`src/rtl/elevador_planta.sv`:
```
// elevador_planta: closed-loop plant model of a four-floor elevator cab and door.
module elevador_planta #(
  parameter int FLOOR_TICKS = 8,
  parameter int DOOR_TICKS  = 4,
  parameter int START_FLOOR = 0
) (
  input  logic       clock,
  input  logic       reset,
  input  logic       motor1,
  input  logic       motor2,
  input  logic       porta,
  output logic       sen1,
  output logic       sen2,
  output logic       sen3,
  output logic       sen4,
  output logic       sp,
  output logic [1:0] andar,
  output logic       falha
);
  localparam int PW = $clog2(3 * FLOOR_TICKS + 1);
  localparam int DW = $clog2(DOOR_TICKS + 1);
  localparam logic [PW-1:0] F1  = PW'(FLOOR_TICKS);
  localparam logic [PW-1:0] F2  = PW'(2 * FLOOR_TICKS);
  localparam logic [PW-1:0] TOP = PW'(3 * FLOOR_TICKS);
  localparam logic [PW-1:0] P0  = PW'(START_FLOOR * FLOOR_TICKS);
  localparam logic [DW-1:0] DT  = DW'(DOOR_TICKS);
  localparam logic [DW-1:0] D1  = DW'(1);
  typedef enum logic [1:0] {FECHADA, ABRINDO, ABERTA, FECHANDO} door_t;
  door_t st;
  logic [DW-1:0] dcnt;
  logic [PW-1:0] pos, pos_n;
  logic up, dn, any, closed, aligned, fault_m, fault_d;
  assign sen1 = pos == '0;
  assign sen2 = pos == F1;
  assign sen3 = pos == F2;
  assign sen4 = pos == TOP;
  always_comb begin
    up      = motor2 & ~motor1;
    dn      = motor1 & ~motor2;
    any     = motor1 | motor2;
    closed  = st == FECHADA;
    aligned = sen1 | sen2 | sen3 | sen4;
    fault_m = (motor1 & motor2) | (any & ~closed) | (up & sen4) | (dn & sen1);
    fault_d = closed & porta & (~aligned | any);
    pos_n   = (up & closed & ~sen4) ? pos + 1'b1 : (dn & closed & ~sen1) ? pos - 1'b1 : pos;
  end
  always_ff @(posedge clock or posedge reset) begin
    if (reset) begin
      pos   <= P0;
      st    <= FECHADA;
      dcnt  <= '0;
      sp    <= 1'b0;
      falha <= 1'b0;
      andar <= 2'(START_FLOOR);
    end else begin
      pos   <= pos_n;
      falha <= falha | fault_m | fault_d;
      andar <= (pos_n == '0) ? 2'd0 : (pos_n == F1) ? 2'd1 : (pos_n == F2) ? 2'd2 :
               (pos_n == TOP) ? 2'd3 : andar;
      // a reversal mid-stroke restarts the full stroke time
      case (st)
        FECHADA: if (porta & aligned & ~any) begin
          st   <= ABRINDO;
          dcnt <= DT;
          sp   <= 1'b1;
        end
        ABRINDO: if (!porta) begin
          st   <= FECHANDO;
          dcnt <= DT;
        end else begin
          dcnt <= dcnt - 1'b1;
          if (dcnt == D1) st <= ABERTA;
        end
        ABERTA: if (!porta) begin
          st   <= FECHANDO;
          dcnt <= DT;
        end
        FECHANDO: if (porta) begin
          st   <= ABRINDO;
          dcnt <= DT;
        end else begin
          dcnt <= dcnt - 1'b1;
          if (dcnt == D1) begin
            st <= FECHADA;
            sp <= 1'b0;
          end
        end
      endcase
    end
  end
endmodule

```
`config.mk`:
```
export PLATFORM = sky130hd
export DESIGN_NAME = elevador_planta
export DESIGN_NICKNAME = d
export VERILOG_FILES = /design/src/rtl/elevador_planta.sv
export SDC_FILE = /design/constraint.sdc
export NUM_CORES = 1
export LEC_CHECK = 0
export ABC_CLOCK_PERIOD_IN_PS = 3630
export BUFFER_PORTS_ARGS = -buffer_cell sky130_fd_sc_hd__buf_2
export CORE_MARGIN = 10
export CORE_UTILIZATION = 30
export DETAILED_ROUTE_END_ITERATION = 16
export SLEW_MARGIN = 20
export SYNTH_ARGS = -nofsm -noshare
export SYNTH_HDL_FRONTEND = slang
export SYNTH_SLANG_ARGS = --single-unit
```
`constraint.sdc`:
```
create_clock -name clock -period 3.63 [get_ports clock]
set_input_delay 0.363 -clock clock [delete_from_list [all_inputs] [get_ports clock]]
set_output_delay 0.363 -clock clock [all_outputs]
set_load 0.01 [all_outputs]
```
==> flow_summary.json, run 1 <==
{
  "yosysSeqAreaShare_pct": 36.1,
  "num_rows": 20,
  "power_density_mw_per_mm2": 717,
  "hpwl_um": 1550,
  "dieArea_mm2": 0.00591,
  "dpl_cell_area_mm2": 0.00107,
  "hold_class": "in2async",
  "cap_violations": 0,
  "dp_slack_ns": 1.14,
  "hold_viol_final": 0,
  "core_area_mm2": 0.00308,
  "fp.dieW_um": 76.9,
  "cts.htree.levels": 1,
  "cts_hold_buf": 0,
  "tightest_slew_ns": 0.530,
  "area_delta_synth_final_pct": 14.5,
  "leakagePower_uw": 0.000498,
  "pwr-share-comb_pct": 50.3,
  "post_cts_buffers": 0,
  "r2r_start": "pos[0]$_DFF_PP0_",
  "grt_pass1_vias": 759,
  "grt_pass1_wl_um": 3310,
  "r2r_cells": 7,
  "synth_warnings": 0,
  "clk_latency_ns": 0.28,
  "finalMaxSlewViolations": 0,
  "fin_crit_sh_pct": 68.7,
  "max_freq_ghz": 0.401,
  "layout_setup_ws_ns": 1.13,
  "layout.nets": 135,
  "netSwitchingPower_uw": 334,
  "slew_headroom_pct": 64.6,
  "synth_area_um2": 970,
  "rsz0062_at_grt": "false",
  "period_minus_slack_ns": 2.50,
  "status": "completed",
  "ir_worst_vdd_mv": 0.275,
  "gr-total-overflow": 0,
  "power_frac_seq_pct": 35.7,
  "cts_sinks": 14,
  "wl_per_cell_um": 11.8,
  "cp-start-kind": "flip-flop",
  "yosysUniqueCellTypes": 32,
  "yosysTopAreaCell": "dfrtp_1",
  "reg2reg_to": "andar[1]$_DFFE_PP0P_",
  "root_buffer": "clkbuf_4",
  "synthCells": 104,
  "cts.clk_slew.worst_paths_ns": 0.09,
  "drive_gt1_share_pct": 21.0,
  "finalSetupTns_ns": 0,
  "diodes": 0,
  "dr.first_iter.drc_count": 16,
  "reg2reg_setup_slack_ns": 1.13,
  "critPathMaxFanout": 6,
  "drt_wl_total_um": 1920,
  "clockBufferDepth": 2,
  "layout_common_cells": "14 x dfrtp_1, 12 x nor2_1, 12 x buf_2, 10 x o21ai_0, 10 x ha_1",
  "synth_area_leaders": "dfrtp_1 36%, ha_1 13%, o21ai_0 5.2%",
  "routabilityCongestion": 0.779,
  "clock_skew_ns": 0.00501,
  "antenna_found_initial": 0,
  "cts_made_buffers": 3,
  "start_util_pct": 31.5,
  "design.portCount": 13,
  "die_y_um": 76.9,
  "setup_viol": 0,
  "swShare_pct": 42.0,
  "final_common_cell": "dfrtp_1",
  "critPathRequiredTime_ns": 3.79,
  "criticalPathCategory": "reg2reg",
  "ys_ff_latch": 14,
  "pwr-share-clk_pct": 14.0,
  "cp.arrival_ns": 2.66,
  "dr.pass1.iters": 4,
  "stdcell_area_mm2": 0.00111,
  "num_vias": 772,
  "drtAntennaViolNets": 0,
  "avgViaCountPerCell": 4.74,
  "endpoint_kind": "flip-flop",
  "cts.repair.resized": 0,
  "numPortBuffers": 12,
  "drc": 0,
  "synth_top_area_share_pct": 36.1,
  "grt_max_degree": 15,
  "avgSynthCellArea_um2": 9.32,
  "synthesis.nets": 119,
  "power.internal_uw": 462,
  "grtUsageTotal_pct": 6.70,
  "cts_tree": "built"
}
routing by layer:
layer	global-route usage (%)	share of wire (%)	up-vias
met5	0	0	-
met4	3.35	0.47	0
met3	1.86	3.8	2
met2	11.2	48	11
met1	7.58	48	368
li1	-	-	391
kinds of logic after synthesis:
family,share of synthesized area [%]
AND/OR/NAND/NOR,24.0
AO/OA/AOI/OAI,12.9
flip-flops,36.1
buffers and inverters,4.64
adder cells (fa/ha/maj),12.9
multiplexers,5.81
XOR/XNOR,3.61
registers in the layout, indices dropped and copies added (netlist names):
register	count
andar	2
st	2
sp	1
pos	5
falha	1
dcnt	3
worst max-delay path, cell delays in order (launching register included):
cell and delay (ns):
dfrtp_1 0.42, inv_1 0.13, ha_1 0.25, and4b_4 0.21
or4b_4 0.52, or3_1 0.34, a31oi_2 0.17, mux2_1 0.33
per-stage QoR:
stage | cells | power, uW | utilization, % | hold WS (ns)
floorplan | 104 | 600 | - | 0.252
global placement | 159 | 679 | 34.9 | 0.426
CTS | 163 | 810 | 36.1 | 0.118
global route | 163 | 882 | 36.1 | 0.161
detailed placement | 159 | 694 | 34.9 | 0.433
finish | 163 | 796 | 36.1 | 0.106
Yosys cell counts (all sizes together):
master / number
or4b: 1
nand4b: 2
nor4b: 1
nor2b: 2
nor2: 12
and4b: 1
o22ai: 2
nor3: 1
a31oi: 2
mux2: 5
and3b: 1
and2: 1
nand4: 1
a21oi: 4
buf: 1
o22a: 1
xnor2: 2
or3: 3
o21ai: 10
a21boi: 1
inv: 9
nand3: 3
and2b: 1
dfrtp: 14
a22oi: 1
xor2: 2
nand2b: 3
ha: 10
nand2: 7
cell type report:
cell class                 instances  area, um2
clock buffer                       4       36.3
multi-input combinational         80        574
timing repair buffer              12       60.1
fill                             335       1970
tap                               44       55.1
inverter                           9       33.8
sequential                        14        350
how the worst max path moves through the flow:
stage                            startpoint                   end  slack [ns]
final                      pos[0]$_DFF_PP0_  andar[1]$_DFFE_PP0P_        1.13
after global routing      st[0]$_DFFE_PP0P_  andar[0]$_DFFE_PP0P_        1.03
after CTS                  pos[0]$_DFF_PP0_  andar[1]$_DFFE_PP0P_        1.12
after detailed placement   pos[0]$_DFF_PP0_  andar[1]$_DFFE_PP0P_        1.14
after global placement     pos[0]$_DFF_PP0_  andar[1]$_DFFE_PP0P_        1.18
after floorplan            pos[0]$_DFF_PP0_  andar[0]$_DFFE_PP0P_        1.30
power groups by stage:
stage	logic [uW]	clock network [uW]	registers [uW]
3_5_place_dp	407	0	287
6_report	400	112	284
5_1_grt	464	122	296
2_1_floorplan	328	0	272
3_3_place_gp	396	0	283
4_1_cts	408	118	284
Power figures use the tool's default switching activity.
==> run 2, diff against run 1 <==
ABC_CLOCK_PERIOD_IN_PS = 2400   (was 3630)
clock period = 2.4 ns   (was 3.63 ns; I/O delays follow)
==> run 2 against run 1 <==
Wire length rose by 10%. Global-route usage rose by 0.26 points. Cell area rose by 6.5%. Power rose by 68%. Fmax rose by 6.8%. Clock power rose by 20%. Via count rose by 1.4%. Final cell count rose by 3.7%. Register-to-register slack got worse by 1.1 ns. Highest routed layer is now met3.
==> flow_summary.json, run 2 (synthesis results as in run 1) <==
{
  "status": "completed",
  "cp-start-kind": "flip-flop",
  "r2r_start": "pos[1]$_DFF_PP0_",
  "cts.htree.levels": 1,
  "critPathRequiredTime_ns": 2.57,
  "final_common_cell": "dfrtp_1",
  "stdcell_area_mm2": 0.00118,
  "cts.clk_slew.worst_paths_ns": 0.09,
  "layout.cells.non_filler": 169,
  "cts_sinks": 14,
  "fin_util_pct": 38.4,
  "dieArea_mm2": 0.00591,
  "clockBufferDepth": 2,
  "drt_wl_total_um": 2120,
  "cts_tree": "built",
  "dpl_cell_area_mm2": 0.00112,
  "criticalPathCategory": "reg2reg",
  "hpwl_um": 1590,
  "num_vias": 783,
  "ir_worst_vdd_mv": 0.517,
  "dr.pass1.iters": 4,
  "root_buffer": "clkbuf_4",
  "slowest_stage": "or4b_4",
  "cap_violations": 0,
  "drtAntennaViolNets": 0,
  "layout_common_cells": "14 x dfrtp_1, 12 x nor2_1, 12 x buf_2, 10 x o21ai_0, 9 x ha_1",
  "hold_viol_final": 0,
  "wl_per_cell_um": 12.5,
  "top_regs": "pos (5), dcnt (3)",
  "critPathMaxFanout": 5,
  "routabilityCongestion": 0.792,
  "leakagePower_uw": 0.000530,
  "dr.first_iter.drc_count": 32,
  "cts_hold_buf": 0,
  "hold_class": "in2async",
  "finalMaxSlewViolations": 0,
  "layout.nets": 142,
  "cp-startpoint": "pos[1]$_DFF_PP0_",
  "nFillCells": 313,
  "grt_pass1_vias": 749,
  "die_y_um": 76.9,
  "diodes": 0,
  "area_delta_synth_final_pct": 21.9,
  "core_area_mm2": 0.00308,
  "drc": 0,
  "drive_gt1_share_pct": 28.8,
  "grt_pass1_wl_um": 3450,
  "final-seq-area_um2": 350,
  "tightest_slew_ns": 0.570,
  "cp_cell_sequence": "inv_2, ha_4, and4b_4, or4b_4, or3_4, a31oi_4, mux2_4",
  "cts_made_buffers": 3,
  "max_freq_ghz": 0.428,
  "antenna_found_initial": 0,
  "period_minus_slack_ns": 2.34,
  "avgViaCountPerCell": 4.63,
  "power_density_mw_per_mm2": 1130,
  "fin_crit_sh_pct": 97.4,
  "cp.arrival_ns": 2.51,
  "largest_reg_flops": 5,
  "multiInputGateArea_um2": 608,
  "endpoint_kind": "flip-flop",
  "numPortBuffers": 12,
  "power_uw": 1330,
  "start_util_pct": 31.5,
  "grt_max_degree": 15,
  "gr-total-overflow": 0,
  "clk_latency_ns": 0.28,
  "num_rows": 20,
  "place_inst": 165,
  "slowest_delay_ns": 0.50,
  "slew_headroom_pct": 62.0,
  "regMostFlops": "pos",
  "design.portCount": 13,
  "grtUsageTotal_pct": 6.96,
  "fp.dieW_um": 76.9,
  "clock_skew_ns": 0.00516,
  "setup_viol": 0
}
## run 2: what timing repair did
action	4_1_cts	5_1_grt
endpoints found under the setup margin	0	2
gates resized for setup	0	7
buffers inserted	0	1
## run 2: final cells by class
cell class	instances	share of cell area [%]
multi-input cells	80	51.4
flip-flops and latches	14	29.6
inverters	9	2.86
clock buffers	3	1.90
well taps	44	4.66
repair buffers	19	9.52
## run 2: metrics by stage
stage                     TNS [ns]  hold slack (ns)  setup slack (ns)
after CTS                        0           0.0220            0.0301
after floorplan                  0            0.129            0.0664
final                            0          0.00222            0.0626
after global routing      -0.00741           0.0405          -0.00591
after global placement           0            0.324             0.116
after detailed placement         0            0.334            0.0580
## run 2: path summary, 6_finish.rpt
| path | endpoint | slack, ns | depth (start not counted) |
|---|---|---|---|
| worst max register to register | andar[0]$_DFFE_PP0P_ | 0.06 | 7 |
| worst max-delay path | andar[0]$_DFFE_PP0P_ | 0.06 | 7 |
| min in group clock | falha$_DFF_PP0_ | 0.33 | 3 |
| max in group asynchronous | st[0]$_DFFE_PP0P_ | 2.02 | 2 |
| worst min register to register | falha$_DFF_PP0_ | 0.50 | 2 |
| worst min-delay path | pos[4]$_DFF_PP0_ | 0.002 | 2 |
## run 2: where the power goes
group | leakage, uW | total, uW | internal [uW] | switching, uW
Combinational | 0.000354 | 800 | 388 | 412
Sequential | 0.000163 | 401 | 330 | 70.8
Clock | 0.0000138 | 134 | 58.1 | 75.7
## run 2: per-layer routing
layer	track usage, %	part of all wire (%)
met2	10.8	46
met5	0	0
met3	3.85	5.7
met4	1.12	0
met1	8.31	48
## run 2: worst max-delay path, delay by kind of cell, from the launching register on
family,cells,cell delay [ns]
and+or+nand+nor,3,1.04
DFF,1,0.42
muxes,1,0.32
AOI/OAI and AO/OA,1,0.20
adders and majority gates,1,0.17
buffers and inverters,1,0.09
